==> config.mk <==
export PLATFORM = sky130hd
export DESIGN_NAME = ps2_key_decoder
export DESIGN_NICKNAME = d
export VERILOG_FILES = /design/src/rtl/ps2_key_decoder.sv
export SDC_FILE = /design/constraint.sdc
export NUM_CORES = 1
export LEC_CHECK = 0
export BUFFER_PORTS_ARGS = -buffer_cell sky130_fd_sc_hd__buf_2
export CORE_ASPECT_RATIO = 0.8
export CORE_MARGIN = 2
export CORE_UTILIZATION = 40
export CTS_CLUSTER_DIAMETER = 150
export DETAILED_ROUTE_END_ITERATION = 10
export PLACE_DENSITY = 0.64
export SETUP_SLACK_MARGIN = 0.1
export SLEW_MARGIN = 20
export SYNTH_ARGS = -nofsm -noshare
export SYNTH_HDL_FRONTEND = slang
export SYNTH_SLANG_ARGS = --single-unit
==> constraint.sdc <==
create_clock -name pclk -period 2.8 [get_ports pclk]
set_input_delay 0.14 -clock pclk [delete_from_list [all_inputs] [get_ports pclk]]
set_output_delay 0.14 -clock pclk [all_outputs]
set_load 0.01 [all_outputs]
==> src/rtl/ps2_key_decoder.sv <==
// PS/2 keyboard frame receiver and scan-code decoder for the navigation keys.
// Emits one-cycle key events, the currently held scan code, and frame error pulses.
module ps2_key_decoder #(
    parameter int unsigned TIMEOUT_CYCLES = 65000
) (
    input  logic       pclk,
    input  logic       rst,
    input  logic       ps2_clk,
    input  logic       ps2_data,
    output logic [7:0] keycode,
    output logic [5:0] key,
    output logic       frame_err
);

    localparam int unsigned TMO_W   = $clog2(TIMEOUT_CYCLES + 1);
    localparam int unsigned FRAME_W = 10;
    localparam int unsigned BCNT_W  = 4;

    typedef enum logic [1:0] {
        IDLE  = 2'd0,
        SHIFT = 2'd1,
        CHECK = 2'd2
    } state_t;

    state_t               state;
    state_t               state_nx;
    logic                 ps2_clk_meta;
    logic                 ps2_clk_sync;
    logic                 ps2_clk_prev;
    logic                 ps2_data_meta;
    logic                 ps2_data_sync;
    logic [BCNT_W-1:0]    bit_cnt;
    logic [FRAME_W-1:0]   shift_reg;
    logic [TMO_W-1:0]     tmo_cnt;
    logic                 ext_flag;
    logic                 brk_flag;
    logic [5:0]           held;
    logic                 fall_c;
    logic                 timeout_c;
    logic                 frame_valid_c;
    logic [7:0]           code_c;
    logic [5:0]           map_c;

    // Synchronizers carry no reset; they settle while rst is held.
    always_ff @(posedge pclk) begin
        ps2_clk_meta  <= ps2_clk;
        ps2_clk_sync  <= ps2_clk_meta;
        ps2_clk_prev  <= ps2_clk_sync;
        ps2_data_meta <= ps2_data;
        ps2_data_sync <= ps2_data_meta;
    end

    assign fall_c        = ps2_clk_prev & ~ps2_clk_sync;
    assign code_c        = shift_reg[7:0];
    assign frame_valid_c = (^shift_reg[8:0]) & shift_reg[9];

    // Scan code to key index; the E0 prefix must match exactly.
    always_comb begin
        map_c = '0;
        if (ext_flag) begin
            case (code_c)
                8'h75:   map_c = 6'b000001;
                8'h72:   map_c = 6'b000010;
                8'h6B:   map_c = 6'b000100;
                8'h74:   map_c = 6'b001000;
                default: map_c = '0;
            endcase
        end else begin
            case (code_c)
                8'h5A:   map_c = 6'b010000;
                8'h76:   map_c = 6'b100000;
                default: map_c = '0;
            endcase
        end
    end

    always_ff @(posedge pclk) begin
        if (!rst) state <= IDLE;
        else      state <= state_nx;
    end

    always_comb begin
        state_nx  = state;
        timeout_c = 1'b0;
        case (state)
            IDLE: begin
                if (fall_c && !ps2_data_sync) state_nx = SHIFT;
            end
            SHIFT: begin
                if (fall_c) begin
                    if (bit_cnt == BCNT_W'(FRAME_W - 1)) state_nx = CHECK;
                end else if (tmo_cnt == TMO_W'(TIMEOUT_CYCLES - 1)) begin
                    state_nx  = IDLE;
                    timeout_c = 1'b1;
                end
            end
            CHECK:   state_nx = IDLE;
            default: state_nx = IDLE;
        endcase
    end

    // Frame datapath, prefix tracking and key event generation.
    always_ff @(posedge pclk) begin
        if (!rst) begin
            bit_cnt   <= '0;
            shift_reg <= '0;
            tmo_cnt   <= '0;
            ext_flag  <= 1'b0;
            brk_flag  <= 1'b0;
            held      <= '0;
            keycode   <= '0;
            key       <= '0;
            frame_err <= 1'b0;
        end else begin
            key       <= '0;
            frame_err <= 1'b0;
            case (state)
                IDLE: begin
                    bit_cnt <= '0;
                    tmo_cnt <= '0;
                end
                SHIFT: begin
                    if (fall_c) begin
                        shift_reg <= {ps2_data_sync, shift_reg[FRAME_W-1:1]};
                        bit_cnt   <= bit_cnt + BCNT_W'(1);
                        tmo_cnt   <= '0;
                    end else if (timeout_c) begin
                        frame_err <= 1'b1;
                        ext_flag  <= 1'b0;
                        brk_flag  <= 1'b0;
                        bit_cnt   <= '0;
                        shift_reg <= '0;
                        tmo_cnt   <= '0;
                    end else begin
                        tmo_cnt <= tmo_cnt + TMO_W'(1);
                    end
                end
                CHECK: begin
                    bit_cnt <= '0;
                    if (!frame_valid_c) begin
                        frame_err <= 1'b1;
                        ext_flag  <= 1'b0;
                        brk_flag  <= 1'b0;
                    end else if (code_c == 8'hE0) begin
                        ext_flag <= 1'b1;
                    end else if (code_c == 8'hF0) begin
                        brk_flag <= 1'b1;
                    end else begin
                        ext_flag <= 1'b0;
                        brk_flag <= 1'b0;
                        if (!brk_flag) begin
                            keycode <= code_c;
                            key     <= map_c & ~held;
                            held    <= held | map_c;
                        end else begin
                            held <= held & ~map_c;
                            if (code_c == keycode) keycode <= '0;
                        end
                    end
                end
                default: bit_cnt <= '0;
            endcase
        end
    end

endmodule
# After elaboration in Yosys (flattened, before gate mapping)

Cells that the tools add are included.

Flip-flop bits (word level): 60
Output and inout port bits: 15
Word-level logic and storage cells: 101

$add $sub $neg: 2
Equality and inequality tests: 21
Multiplexer cells: 35
Bitwise gates (word level): 13
Reductions and logical operators: 15

Operator list:

| kind                                                                  | count |
|---|---|
| 8-bit by 7-bit equality test with 1-bit output, second input constant | 6 |
| 16-bit two-way mux                                                    | 2 |
| 16-bit case mux with 2 select lines                                   | 1 |
| 10-bit two-way mux                                                    | 2 |
| 16-bit by 1-bit adder with 16-bit output, second input constant       | 1 |
| 16-bit equality test, second input constant                           | 1 |
| 8-bit equality test, second input constant                            | 2 |
| 8-bit two-way mux                                                     | 2 |
| 4-bit case mux with 4 select lines                                    | 1 |
| 1-bit two-way mux                                                     | 14 |
| 6-bit AND                                                             | 2 |
| 6-bit two-way mux                                                     | 2 |
| 6-bit NOT                                                             | 2 |
| 6-bit case mux with 2 select lines                                    | 1 |
| 4-bit AND reduction                                                   | 3 |
| 3-bit inequality test, second input constant                          | 3 |
| 9-bit parity                                                          | 1 |
| 8-bit equality test                                                   | 1 |
| 2-bit two-way mux                                                     | 4 |
| 4-bit two-way mux                                                     | 2 |
| 2-bit inequality test, second input constant                          | 3 |
| 1-bit NOT                                                             | 6 |
| 6-bit OR                                                              | 1 |
| 1-bit case mux with 2 select lines                                    | 3 |
| 16 further kinds                                                      | 20 |

# Longest topological paths before layout

Depth after elaboration: 7
Mapped depth: 9
Depth with buffers taken out: 7

# Worst setup path after synthesis

Ideal clock, no wire load.

Path kind: reg2reg
From: register shift_reg[2]
To: register keycode[7]
Arrival time: 2.035 ns
Data required time: 2.708 ns
Slack: 0.673 ns
Stages on the path, launching flop included: 9
Path buffers: 1
Period minus slack after synthesis: 2.127 ns
Cell sequence: dfxtp_1 > inv_1 > ha_1 > xnor3_1 > xnor2_1 > nand4_1 > or2_0 > clkbuf_1 > o32ai_1

Longest elaborated chain between the ends: 3
Elaborated cells between the ends (all ways): 9
Classes of those cells: eq/ne (4); bitwise (3); reduce/logical (2)

Ends and longest elaborated chain:

| item                                                                               | line | text |
|---|---|---|
| start: declaration                                                                 | 33   | `logic [FRAME_W-1:0] shift_reg;` |
| start signal: assignment                                                           | 124  | `shift_reg <= {ps2_data_sync, shift_reg[FRAME_W-1:1]};` |
| 8-bit equality test (tied with other cells)                                        | 157  | `if (code_c == keycode) keycode <= '0;` |
| 2-bit by 1-bit inequality test with 1-bit output (no line) (tied with other cells) | --   |  |
| 5-bit AND reduction (no line) (*)                                                  | --   |  |
| end signal: assignment                                                             | 152  | `keycode <= code_c;` |
| end: declaration                                                                   | 10   | `output logic [7:0] keycode,` |

Mark *: on every way between the ends. The rest lies on a longest branch, timed or not.
A chain may end at the register's enable or synchronous reset.

==> flow_summary_export.csv <==
group,metric,value,unit
status,status,"completed",
detailed_routing,routedWlPerCell,14.0,um
global_route,gr-usage-all-layers,17.0,%
floorplanning,die_w,99.9,um
timing,setup_violations,0,
yosys,synth_edf_count,0,
yosys,ys_types,63,
floorplanning,core_area,6990,um2
worst_setup_path,worstPathRequired,3.06,ns
worst_setup_path,max_stage_delay,0.45,ns
clock_tree,cts.sinks,60,
worst_setup_path,cp-end-kind,"flip-flop",
timing,tightest_slew,0.635,ns
detailed_routing,routed_wl,6160,um
yosys,yosys.area_share.adder,7.65,%
yosys,synth_compound_area_share,20.7,%
pwr,powerDensity,570,nW/um2
timing,setup_slack,0.417,ns
yosys,yosys.area_share.simple,20.5,%
detailed_routing,via_per_inst,5.38,
detailed_routing,drt_iter0_markers,135,
global_route,first_global_vias,2231,
yosys,synthMuxAreaShare,1.74,%
placement,place_hpwl,4400,um
global_route,grt_overflow_total,0,
timing,fin_tns_setup,0,ns
clock_tree,cts_tree,"built",
timing,fin_crit,2.38,ns
worst_setup_path,worst_ep_arrival_time,2.65,ns
layout,drive_gt1_share,14.8,%
timing,drv_slew,0,
floorplanning,dieArea,8070,um2
worst_setup_path,cp-start-kind,"flip-flop",
clock_tree,h-tree-depth,3,
placement,dp_slack,0.474,ns
layout,largest_register_ffs,16,
floorplanning,ios,19,
detailed_routing,vias,2360,
pwr,p_leak,0.00127,uW
floorplanning,rows,27,
clock_tree,cts_buffer_depth,2,
worst_setup_path,path_buf_inv,2,
worst_setup_path,crit_slowest_cell,"dfxtp_1",
worst_setup_path,critPathTopFamily,"XOR/XNOR gates",
yosys,synth_seq_area_share,40.8,%
detailed_routing,dr.pass1.iters,4,
layout,layout.nets,370,
worst_setup_path,cp_cell_sequence,"inv_1 -> ha_1 -> xnor3_1 -> xnor2_1 -> nand4_1 -> buf_4 -> nor4_1 -> mux2i_1",
clock_tree,cts-root-buf,"clkbuf_8",
yosys,yosys.area_share.xor_xnor,4.04,%
timing,fmax,420,MHz
detailed_routing,detail-route-antenna-nets,0,
placement,place_congestion,0.878,
worst_setup_path,crit_fanout,12,
timing,hold_violations,0,
timing,rsz0062_at_grt,"false",
worst_setup_path,crit_type,"reg -> reg",
yosys,async_reset_ff_share,0,%
yosys,synth_area_per_cell,9.14,um2
clock_tree,cts_buffers,9,
worst_hold_path,worstHoldPathType,"in -> reg",
timing,fin_crit_sh,85.1,%
global_route,antenna_found_initial,0,
yosys,syn-instance-count,322,
yosys,syn-num-nets,344,
layout,fillers,665,
clock_tree,path_clk_slew,0.07,ns
placement,portBuffers,18,
detailed_routing,drc,0,
pwr,max-vdd-ir-drop,0.331,mV
yosys,synth_top_family_by_area,"compound AO/OA/AOI/OAI gates",
global_route,grt_pass1_wl,10800,um
layout,antenna_cells,0,
timing,finClkSkew,0.00792,ns
yosys,synth_warnings,0,
layout,area_growth,12.3,%
floorplanning,start_util,42.1,%
global_route,grt_max_degree,21,
clock_tree,post_cts_resized,0,
job,cap_viol_max_count,0,
clock_tree,clk_latency,0.33,ns
yosys,ys.flop_type,"dfxtp_1",
yosys,ys_seq_elements,60,
floorplanning,die_h,80.7,um
yosys,synth_area,2940,um2
timing,relSlewSlack,57.5,%
[stage by stage]
step           cell area [um2]  power (uW)  util, %  hold WS [ns]  instances
2_1_floorplan             2940        1160        -         0.168        322
3_3_place_gp              3120        1210     44.6         0.242        422
3_5_place_dp              3120        1220     44.6         0.244        422
4_1_cts                   3310        1900     47.3         0.262        439
5_1_grt                   3310        1990     47.3         0.291        439
6_report                  3310        1880     47.3         0.277        439
[kinds of logic (layout without fill, tap and decap cells)]
family / after synthesis / in the layout
DFF: 60 / 60
adders and majority gates: 18 / 18
AOI/OAI and AO/OA: 82 / 82
buffers and inverters: 29 / 59
xor gates and xnor gates: 12 / 12
and+or+nand+nor: 116 / 116
muxes: 5 / 5
[per-layer routing]
layer / vias to the layer above / track usage, % / part of all wire (%)
met5: - / 0 / 0
met4: 0 / 5.48 / 0.80
met3: 4 / 4.99 / 5.0
met2: 45 / 24.3 / 41
met1: 1081 / 24.5 / 53
li1: 1230 / - / -
[worst paths after layout]
kind | cells after the start | slack [ns] | from | end
worst max-delay path | 8 | 0.42 | shift_reg[3]$_SDFFE_PN0P_ | flip-flop
worst min-delay path | 3 | 0.28 | rst | flip-flop
worst max register to register | 8 | 0.42 | shift_reg[3]$_SDFFE_PN0P_ | flip-flop
worst min register to register | 0 | 0.33 | ps2_data_meta$_DFF_P_ | ps2_data_sync$_DFF_P_
[timing repair]
item | 4_1_cts | 5_1_grt
setup buffers | 0 | 0
hold buffers | 2 | 0
endpoints found under the hold margin | 2 | 0
[report_power, final]
group | switching, uW | total [uW] | internal (uW)
registers | 15.2 | 889 | 874
clock network | 317 | 679 | 362
logic | 195 | 316 | 121
[placed cells by master (no fill, tap or decap), types with 3 or more instances in the layout]
master	Yosys	final
or3_1	3	3
buf_2	1	18
o32ai_1	4	4
a31oi_1	7	7
buf_4	0	5
nand2_1	40	40
o21ai_0	9	9
o211ai_1	5	5
and3_1	3	3
nor2b_1	3	3
nor4_1	3	3
nor3_1	11	11
ha_1	18	18
a32oi_1	4	4
nand3_1	13	13
a22o_1	10	10
nor2_1	17	17
dfxtp_1	60	60
inv_1	19	19
clkbuf_8	1	11
mux2i_1	4	4
o22ai_1	5	5
nand4_1	4	4
and4_1	3	3
o31ai_1	6	6
xor2_1	9	9
a21oi_1	11	11
[cell usage after synthesis (2+ instances only)]
cell      number  area [um2]
xor2_1         9        78.8
inv_1         19        71.3
and4_1         3        26.3
a41oi_1        2        17.5
o32ai_1        4        35.0
ha_1          18         225
nor2_1        17        63.8
o21ai_0        9        45.0
and3_1         3        18.8
a21oi_1       11        55.1
dfxtp_1       60        1200
nand2_1       40         150
nor2b_1        3        18.8
o31ai_1        6        45.0
o211ai_1       5        37.5
nand3b_1       2        15.0
a31oi_1        7        43.8
clkbuf_1       6        22.5
o22ai_1        5        31.3
nand3_1       13        65.1
buf_6          2        22.5
mux2i_1        4        40.0
xnor2_1        2        17.5
nor3_1        11        55.1
or3_1          3        18.8
nand4_1        4        25.0
nor4_1         3        18.8
a21o_1         2        15.0
a32oi_1        4        35.0
nand2b_1       2        12.5
o21ai_1        2        10.0
a22o_1        10        87.6
[area by class of cell]
class / count / area, um2 / area share (%)
timing repair buffer: 25 / 148 / 4.47
multi-input combinational: 233 / 1610 / 48.6
sequential: 60 / 1200 / 36.3
tap: 87 / 109 / 3.29
clock buffer: 13 / 159 / 4.81
inverter: 19 / 71.3 / 2.16
clock inverter: 2 / 10.0 / 0.303
[worst reg2reg max path, stage by stage (launching register included)]
cell and delay [ns]:
dfxtp_1 0.45, inv_1 0.10, ha_1 0.30, xnor3_1 0.35
xnor2_1 0.24, nand4_1 0.14, buf_4 0.20, nor4_1 0.31
mux2i_1 0.22
(Power assumes the default switching activity.)
